===== src/rtl/mc_control_fsm_pkg.sv =====
// Shared constants for the multicycle MIPS control unit:
// state encodings, opcodes, functs, ALU codes, ALUSrcB selects.
package mc_ctrl_pkg;

  typedef logic [3:0] state_t;

  localparam state_t FETCH    = 4'd0;
  localparam state_t DECODE   = 4'd1;
  localparam state_t MEMADR   = 4'd2;
  localparam state_t MEMRD    = 4'd3;
  localparam state_t MEMWB    = 4'd4;
  localparam state_t MEMWR    = 4'd5;
  localparam state_t RTYPE_EX = 4'd6;
  localparam state_t RTYPE_WB = 4'd7;
  localparam state_t ADDI_EX  = 4'd8;
  localparam state_t ADDI_WB  = 4'd9;
  localparam state_t BRANCH   = 4'd10;
  localparam state_t JUMP     = 4'd11;
  localparam state_t GPIN_EX  = 4'd12;
  localparam state_t ILLEGAL  = 4'd13;

  localparam logic [5:0] OP_RTYPE = 6'h00;
  localparam logic [5:0] OP_J     = 6'h02;
  localparam logic [5:0] OP_BEQ   = 6'h04;
  localparam logic [5:0] OP_BNE   = 6'h05;
  localparam logic [5:0] OP_ADDI  = 6'h08;
  localparam logic [5:0] OP_LW    = 6'h23;
  localparam logic [5:0] OP_SW    = 6'h2B;

  localparam logic [5:0] FN_ADD = 6'h20;
  localparam logic [5:0] FN_SUB = 6'h22;
  localparam logic [5:0] FN_AND = 6'h24;
  localparam logic [5:0] FN_OR  = 6'h25;
  localparam logic [5:0] FN_NOR = 6'h27;
  localparam logic [5:0] FN_SLT = 6'h2A;

  localparam logic [2:0] ALU_AND = 3'b000;
  localparam logic [2:0] ALU_OR  = 3'b001;
  localparam logic [2:0] ALU_ADD = 3'b010;
  localparam logic [2:0] ALU_JMP = 3'b011;
  localparam logic [2:0] ALU_NOR = 3'b100;
  localparam logic [2:0] ALU_SUB = 3'b110;
  localparam logic [2:0] ALU_SLT = 3'b111;

  localparam logic [1:0] SRCB_REG   = 2'b00;
  localparam logic [1:0] SRCB_FOUR  = 2'b01;
  localparam logic [1:0] SRCB_IMM   = 2'b10;
  localparam logic [1:0] SRCB_IMMSH = 2'b11;

endpackage


===== src/rtl/mc_control_fsm_alu_decoder.sv =====
// R-type funct decoder: funct -> ALU operation plus a valid flag.
// Ports: funct (in 6), alu_ctrl (out 3), funct_valid (out 1).
module alu_decoder
  import mc_ctrl_pkg::*;
(
  input  logic [5:0] funct,
  output logic [2:0] alu_ctrl,
  output logic       funct_valid
);

  always_comb begin
    alu_ctrl    = ALU_ADD;
    funct_valid = 1'b1;
    case (funct)
      FN_ADD:  alu_ctrl = ALU_ADD;
      FN_SUB:  alu_ctrl = ALU_SUB;
      FN_AND:  alu_ctrl = ALU_AND;
      FN_OR:   alu_ctrl = ALU_OR;
      FN_NOR:  alu_ctrl = ALU_NOR;
      FN_SLT:  alu_ctrl = ALU_SLT;
      default: funct_valid = 1'b0;
    endcase
  end

endmodule


===== src/rtl/mc_control_fsm.sv =====
// Multicycle MIPS control FSM: state register, next-state and Moore output decode.
// Ports: clk, reset, op, Funct, zero in; datapath selects/enables, illegal_o, instr_done_o, state_o out.
module mc_control_fsm
  import mc_ctrl_pkg::*;
#(
  parameter logic [5:0] GPIN_OP = 6'h3E,
  parameter int         STATE_W = 4
) (
  input  logic               clk,
  input  logic               reset,
  input  logic [5:0]         op,
  input  logic [5:0]         Funct,
  input  logic               zero,
  output logic               PCen,
  output logic               IorD,
  output logic               MemWrite,
  output logic               IRWrite,
  output logic               RegDst,
  output logic               MemtoReg,
  output logic               RegWrite,
  output logic               ALUSrcA,
  output logic [1:0]         ALUSrcB,
  output logic               PCsrc,
  output logic               Ori,
  output logic [2:0]         ALUControl,
  output logic               illegal_o,
  output logic               instr_done_o,
  output logic [STATE_W-1:0] state_o
);

  state_t     state;
  state_t     state_nx;
  state_t     cur;
  logic [2:0] fn_alu;
  logic       fn_ok;

  alu_decoder u_dec (
    .funct       (Funct),
    .alu_ctrl    (fn_alu),
    .funct_valid (fn_ok)
  );

  always_ff @(posedge clk) begin
    if (reset) state <= FETCH;
    else       state <= state_nx;
  end

  always_comb begin
    state_nx = FETCH;
    case (state)
      FETCH:  state_nx = DECODE;
      DECODE: begin
        if (op == OP_LW || op == OP_SW)        state_nx = MEMADR;
        else if (op == OP_RTYPE)               state_nx = RTYPE_EX;
        else if (op == OP_ADDI)                state_nx = ADDI_EX;
        else if (op == OP_BEQ || op == OP_BNE) state_nx = BRANCH;
        else if (op == OP_J)                   state_nx = JUMP;
        else if (op == GPIN_OP)                state_nx = GPIN_EX;
        else                                   state_nx = ILLEGAL;
      end
      MEMADR:   state_nx = (op == OP_SW) ? MEMWR : MEMRD;
      MEMRD:    state_nx = MEMWB;
      RTYPE_EX: state_nx = fn_ok ? RTYPE_WB : ILLEGAL;
      ADDI_EX:  state_nx = ADDI_WB;
      GPIN_EX:  state_nx = ADDI_WB;
      default:  state_nx = FETCH;
    endcase
  end

  // Under reset the selects show FETCH values; enables are masked below.
  assign cur = reset ? FETCH : state;

  always_comb begin
    PCen         = 1'b0;
    IorD         = 1'b0;
    MemWrite     = 1'b0;
    IRWrite      = 1'b0;
    RegDst       = 1'b0;
    MemtoReg     = 1'b0;
    RegWrite     = 1'b0;
    ALUSrcA      = 1'b0;
    ALUSrcB      = SRCB_REG;
    PCsrc        = 1'b0;
    Ori          = 1'b0;
    ALUControl   = ALU_ADD;
    illegal_o    = 1'b0;
    instr_done_o = 1'b0;
    case (cur)
      FETCH: begin
        IRWrite = 1'b1;
        ALUSrcB = SRCB_FOUR;
        PCen    = 1'b1;
      end
      DECODE: ALUSrcB = SRCB_IMMSH;
      MEMADR: begin
        ALUSrcA = 1'b1;
        ALUSrcB = SRCB_IMM;
      end
      MEMRD: IorD = 1'b1;
      MEMWB: begin
        MemtoReg     = 1'b1;
        RegWrite     = 1'b1;
        instr_done_o = 1'b1;
      end
      MEMWR: begin
        IorD         = 1'b1;
        MemWrite     = 1'b1;
        instr_done_o = 1'b1;
      end
      RTYPE_EX: begin
        ALUSrcA    = 1'b1;
        ALUControl = fn_alu;
      end
      RTYPE_WB: begin
        RegDst       = 1'b1;
        RegWrite     = 1'b1;
        instr_done_o = 1'b1;
      end
      ADDI_EX: begin
        ALUSrcA = 1'b1;
        ALUSrcB = SRCB_IMM;
      end
      ADDI_WB: begin
        RegWrite     = 1'b1;
        instr_done_o = 1'b1;
      end
      BRANCH: begin
        ALUSrcA      = 1'b1;
        ALUControl   = ALU_SUB;
        PCsrc        = 1'b1;
        PCen         = (op == OP_BNE) ? ~zero : zero;
        instr_done_o = 1'b1;
      end
      JUMP: begin
        ALUControl   = ALU_JMP;
        PCen         = 1'b1;
        instr_done_o = 1'b1;
      end
      GPIN_EX: begin
        Ori     = 1'b1;
        ALUSrcA = 1'b1;
        ALUSrcB = SRCB_IMM;
      end
      ILLEGAL: begin
        illegal_o    = 1'b1;
        instr_done_o = 1'b1;
      end
      default: ;
    endcase
    if (reset) begin
      PCen    = 1'b0;
      IRWrite = 1'b0;
    end
  end

  assign state_o = state;

endmodule

===== config.mk =====
export PLATFORM = sky130hd
export DESIGN_NAME = mc_control_fsm
export DESIGN_NICKNAME = d
export VERILOG_FILES = /design/src/rtl/mc_control_fsm_pkg.sv /design/src/rtl/mc_control_fsm_alu_decoder.sv /design/src/rtl/mc_control_fsm.sv
export SDC_FILE = /design/constraint.sdc
export NUM_CORES = 1
export LEC_CHECK = 0
export CELL_PAD_IN_SITES_DETAIL_PLACEMENT = 1
export CELL_PAD_IN_SITES_GLOBAL_PLACEMENT = 1
export CORE_ASPECT_RATIO = 2
export CORE_MARGIN = 10
export CORE_UTILIZATION = 28
export CTS_CLUSTER_SIZE = 14
export DETAILED_ROUTE_END_ITERATION = 7
export GPL_TIMING_DRIVEN = 0
export HOLD_SLACK_MARGIN = 0.02
export MAX_ROUTING_LAYER = met4
export PLACE_DENSITY = 0.84
export SKIP_CTS_REPAIR_TIMING = 1
export SYNTH_ARGS = -nofsm -noshare
export SYNTH_HDL_FRONTEND = slang
export SYNTH_HIERARCHICAL = 1
export SYNTH_SLANG_ARGS = --single-unit

===== constraint.sdc =====
create_clock -name clk -period 1.5 [get_ports clk]
set_input_delay 0.15 -clock clk [delete_from_list [all_inputs] [get_ports clk]]
set_output_delay 0.15 -clock clk [all_outputs]
set_load 0.02 [all_outputs]

## Word-level counts from Yosys, hierarchy flattened

Index checks and enable logic that the tools add are counted.

| cells by class | value |
|---|---|
| reduce and logical (&&, ||, !) cells | 13 |
| equality and inequality tests | 32 |
| bitwise logic cells | 1 |
| mux-type cells | 29 |

Operators with widths:

| operator | number |
|---|---|
| equality test 6 bit, second input constant | 9 |
| equality test 4 bit, second input constant | 8 |
| one-hot mux 4 bit (6 select lines) | 1 |
| equality test 4 x 3 -> 1 bit, second input constant | 5 |
| equality test 4 x 2 -> 1 bit, second input constant | 4 |
| 2-to-1 mux 1 bit | 16 |
| 2-to-1 mux 4 bit | 4 |
| one-hot mux 3 bit (5 select lines) | 1 |
| equality test 6 x 3 -> 1 bit, second input constant | 2 |
| 2-to-1 mux 3 bit | 4 |
| one-hot mux 3 bit (3 select lines) | 1 |
| equality test 4 x 1 -> 1 bit, second input constant | 2 |
| logical NOT 4 bit | 2 |
| OR reduction 7 bit | 1 |
| equality test 6 x 2 -> 1 bit, second input constant | 1 |
| equality test 6 x 4 -> 1 bit, second input constant | 1 |
| logical NOT 6 bit | 1 |
| one-hot mux 2 bit (3 select lines) | 1 |
| OR reduction 2 bit | 3 |
| OR reduction 3 bit | 2 |
| OR reduction 6 bit | 1 |
| OR reduction 5 bit | 1 |
| logical OR 1 bit | 2 |
| one-hot mux 1 bit (2 select lines) | 1 |
| inverter 1 bit | 1 |

| storage, ports and cells | value |
|---|---|
| word-level logic and storage cells | 76 |
| input port bits | 15 |
| output and inout bits | 21 |
| flip-flop bits (word level) | 4 |

## Depth between registers and ports, before layout

| logic depth | value |
|---|---|
| depth in word-level cells | 8 |
| mapped depth | 6 |
| mapped depth without buffers | 6 |

## Modules after synthesis

The synthesis kept the hierarchy.

Modules (own cells, without submodules):

| module | cells each | seq. area each (um^2) | instances | area an instance (um^2) |
|---|---|---|---|---|
| mc_control_fsm | 98 | 80.1 | 1 | 691.9 |
| alu_decoder | 12 | 0.0 | 1 | 102.6 |

## Worst setup path before layout

No wires, ideal clock.

| path | value |
|---|---|
| path kind | register -> output |
| start | register state[3], in the netlist state_o[3] |
| end | output PCen |
| arrival time | 1.579 ns |
| stages on the path, launching flop included | 5 |
| slack | -0.229 ns |
| path buffers | 1 |
| required time | 1.350 ns |
| cells stage by stage | dfxtp_1 buf_2 nand2b_1 nor3_1 a21o_1 |

| between the ends | value |
|---|---|
| longest elaborated chain between the ends | 5 |
| elaborated cells between the ends (all ways) | 7 |
| those cells by class | eq/ne: 2; mux: 3; reduce/logical: 2 |

Ends and longest elaborated chain:

| item | RTL line | source |
|---|---|---|
| start, declared | mc_control_fsm.sv:31 | `state_t state;` |
| start signal, assigned | mc_control_fsm.sv:45 | `else state <= state_nx;` |
| 2-to-1 mux 4 bit (*) | mc_control_fsm.sv:71 | `assign cur = reset ? FETCH : state;` |
| equality test 4 bit or logical NOT 4 bit (tied branches) | mc_control_fsm.sv:88 | `case (cur)` |
| OR reduction 2 bit (no source line) | - |  |
| one-hot mux 1 bit (2 select lines) (*) | mc_control_fsm.sv:88 |  |
| 2-to-1 mux 1 bit (*) | mc_control_fsm.sv:150 | `if (reset) begin` |
| end, declared | mc_control_fsm.sv:14 | `output logic PCen,` |

Mark *: on every way between the ends. The rest lies on a longest branch, timed or not.

## Worst setup path in the final report

| path | value |
|---|---|
| start | register state[0], in the netlist state_o[0] |
| end | output PCen |

Same word-level chain as after synthesis.

==> impl_metrics.ini <==
[run_status]
outcome = finished with violations
violations = setup timing

[critical_path]
crit_start = state_o[0]
r2r-start = state_o[1]
crit_slowest_cell = dfxtp_4
required_ns = 1.35
slowest_delay_ns = 0.34
end_kind = output pin
path_delay_family = compound AO/OA/AOI/OAI gates
cp_num_buf_inv = 2
crit_chain = buf_6, or3_1, a211oi_2, a21o_1, buf_6
cp_common_cell = buf_6
cp-start-kind = flop
critPathMaxFanout = 8
worstSetupPathType = flop to output pin
worstPathArrival_ns = 1.53

[cells_and_area]
nets = 173
drive_gt1_frac = 0.4872
area_delta_synth_final_pct = 81.42
fillCellCount = 328
stdcell_count = 185
largest_reg_flops = 4
fin_util = 0.5267
diodes = 0

[timing]
relSlewSlack = 0.7615
finClkSkew_ns = 0.008297
drv_slew = 0
max_freq_mhz = 596.6
rsz0062_at_grt = yes
whs_ns = 0.2995
finalHoldViolCount = 0
fin_ws_ns = -0.1761
finalCriticalPeriod_ns = 1.676
worst_pin_slew_ns = 0.3572
setup_tns_ns = -0.8941
setup_violations = 13
finalCritPeriodShare = 1.117

[power]
ir_worst_vdd_uv = 927.9
total_power_w = 0.001894
power.density_nw_per_um2 = 1314
p_leak_nw = 0.6215

[die]
die_w_um = 57.67
die_area_um2 = 5497
initial_core_util = 0.2904
io_pins = 36
core-area_um2 = 2736
dieHeight_um = 95.33
rows = 27

[placed_design]
dp_cells = 171
hpwl_um = 2647
gp_congestion = 0.8231
portBuffers = 32

[global_route]
first_global_vias = 1104
grtUsageTotal = 0.1136
grt_overflow = 0
grt_pass1_wl_um = 4947
grt_max_degree = 11
antenna_found_initial = 0

[clock_tree]
cts_root_buffer = clkbuf_8
cts_buffers = 3
clock_sinks = 4
cts-htree-levels = 1
clock_path_buffers = 2
clock_latency_ns = 0.24
clk_pin_slew_worst_paths_ns = 0.04
cts_tree = yes

[synthesis]
synth_cell_type_count = 49
synth_edf_count = 0
syn_avg_cell_area_um2 = 7.223
async_reset_ff_frac = 0
ys_seq_elements = 4
syn_nets = 125
synth_area_um2 = 794.5
synthTopCellsByArea = dfxtp_1, nor2_1, nor3_1
synth-seq-area-share = 0.1008
synth_ff_type = dfxtp_1
yosys_warnings = 6
netlist.top_cell.by_area = dfxtp_1
synth_top_area_share = 0.1008
synth_cells = 110

[detailed_routing]
wire_per_inst_um = 21.21
wirelength_um = 3924
drc = 0
via_per_inst = 5.897
vias = 1091
first_pass_iters = 2
drtIter0Drc = 7
ant_nets = 0

[worst_hold_path]
hold_path.class = input pin to flop
min_from = op[3]

[flow_run]
drv_cap = 0
-- placed cells by master, fill, tap and decap left out, types with 2 or more instances in the layout --
cell type and instances:
xnor2_1 2, nor3_1 4, a21o_1 2, buf_4 20
nor2_1 12, clkbuf_8 3, nand2_1 4, o21ai_0 2
nor2b_4 2, nor4_2 3, buf_6 12, and4bb_1 2
a211oi_2 3, nand2b_1 3, a21oi_1 3, nor3b_1 3
dfxtp_4 4, clkbuf_4 2, clkdlybuf4s50_1 7, a211oi_1 2
nand3_1 4, dlymetal6s2s_1 8, nor3_2 5, nand3b_1 2
nor2_4 2, buf_2 3, nand2b_4 4, or4_4 2
-- per-layer routing --
metal | up-vias | GRT usage | share of wire | routed length, um
met5 | - | - | 0 | 0
met4 | 0 | 0.07087 | 0.042 | 166
met3 | 13 | 0.02130 | 0.054 | 212
met2 | 46 | 0.2320 | 0.59 | 2297
met1 | 527 | 0.08283 | 0.32 | 1248
li1 | 505 | - | - | -
-- layout make-up --
class,instances,area (um^2),area share
Buffer,10,97.59,0.06771
Clock buffer,3,41.29,0.02865
Inverter,2,7.507,0.005208
Multi-Input combinational cell,94,770.7,0.5347
Sequential cell,4,95.09,0.06597
Tap cell,29,36.28,0.02517
Timing Repair Buffer,43,392.9,0.2726
-- power by group --
group          switching (W)  internal, W
clock network      0.0000783     0.000173
registers          0.0000486     0.000158
logic               0.000773     0.000663
total               0.000899     0.000994
-- worst min-delay path: cells and delay by family --
family | cells | cell delay [ns]
buffers and inverters | 1 | 0.15
AO/OA/AOI/OAI | 2 | 0.12
AND/OR/NAND/NOR | 1 | 0.08
-- final timing paths --
check                                   to  slack [ns]  depth (start not counted)
worst max-delay path                  PCen       -0.18                          5
worst min register to register  state_o[1]        0.58                          2
worst min-delay path            state_o[1]        0.30                          4
worst max register to register  state_o[0]        0.19                          5
-- cells by family (layout without fill, tap and decap cells) --
group	count (synthesis)	count (layout)	share of synthesized area
simple gates	64	64	0.5024
compound gates	26	26	0.2473
buf+inv	12	58	0.1039
flops	4	4	0.1008
xor+xnor	3	3	0.03308
mux	1	1	0.01260
-- metrics by stage --
stage | worst slack, ns | area, um^2
after detailed placement | -0.8277 | 1184
after global placement | -0.7554 | 1184
after CTS | -0.8255 | 1225
after floorplan | -0.07377 | 827.0
after global routing | -0.2346 | 1441
final | -0.1761 | 1441
-- synthesized netlist by cell type, drive strengths merged (2+ instances only) --
master,count
nand2b,7
nor2,14
nor3b,3
inv,2
a21o,2
and4bb,2
nor3,10
a211oi,5
xnor2,2
or3,2
buf,9
nor2b,3
and3,2
nand3,5
nor4,3
o21ai,3
dfxtp,4
nand2,4
nand3b,2
a21oi,4
or4,2
No activity file was read; power rests on OpenSTA's default activity.
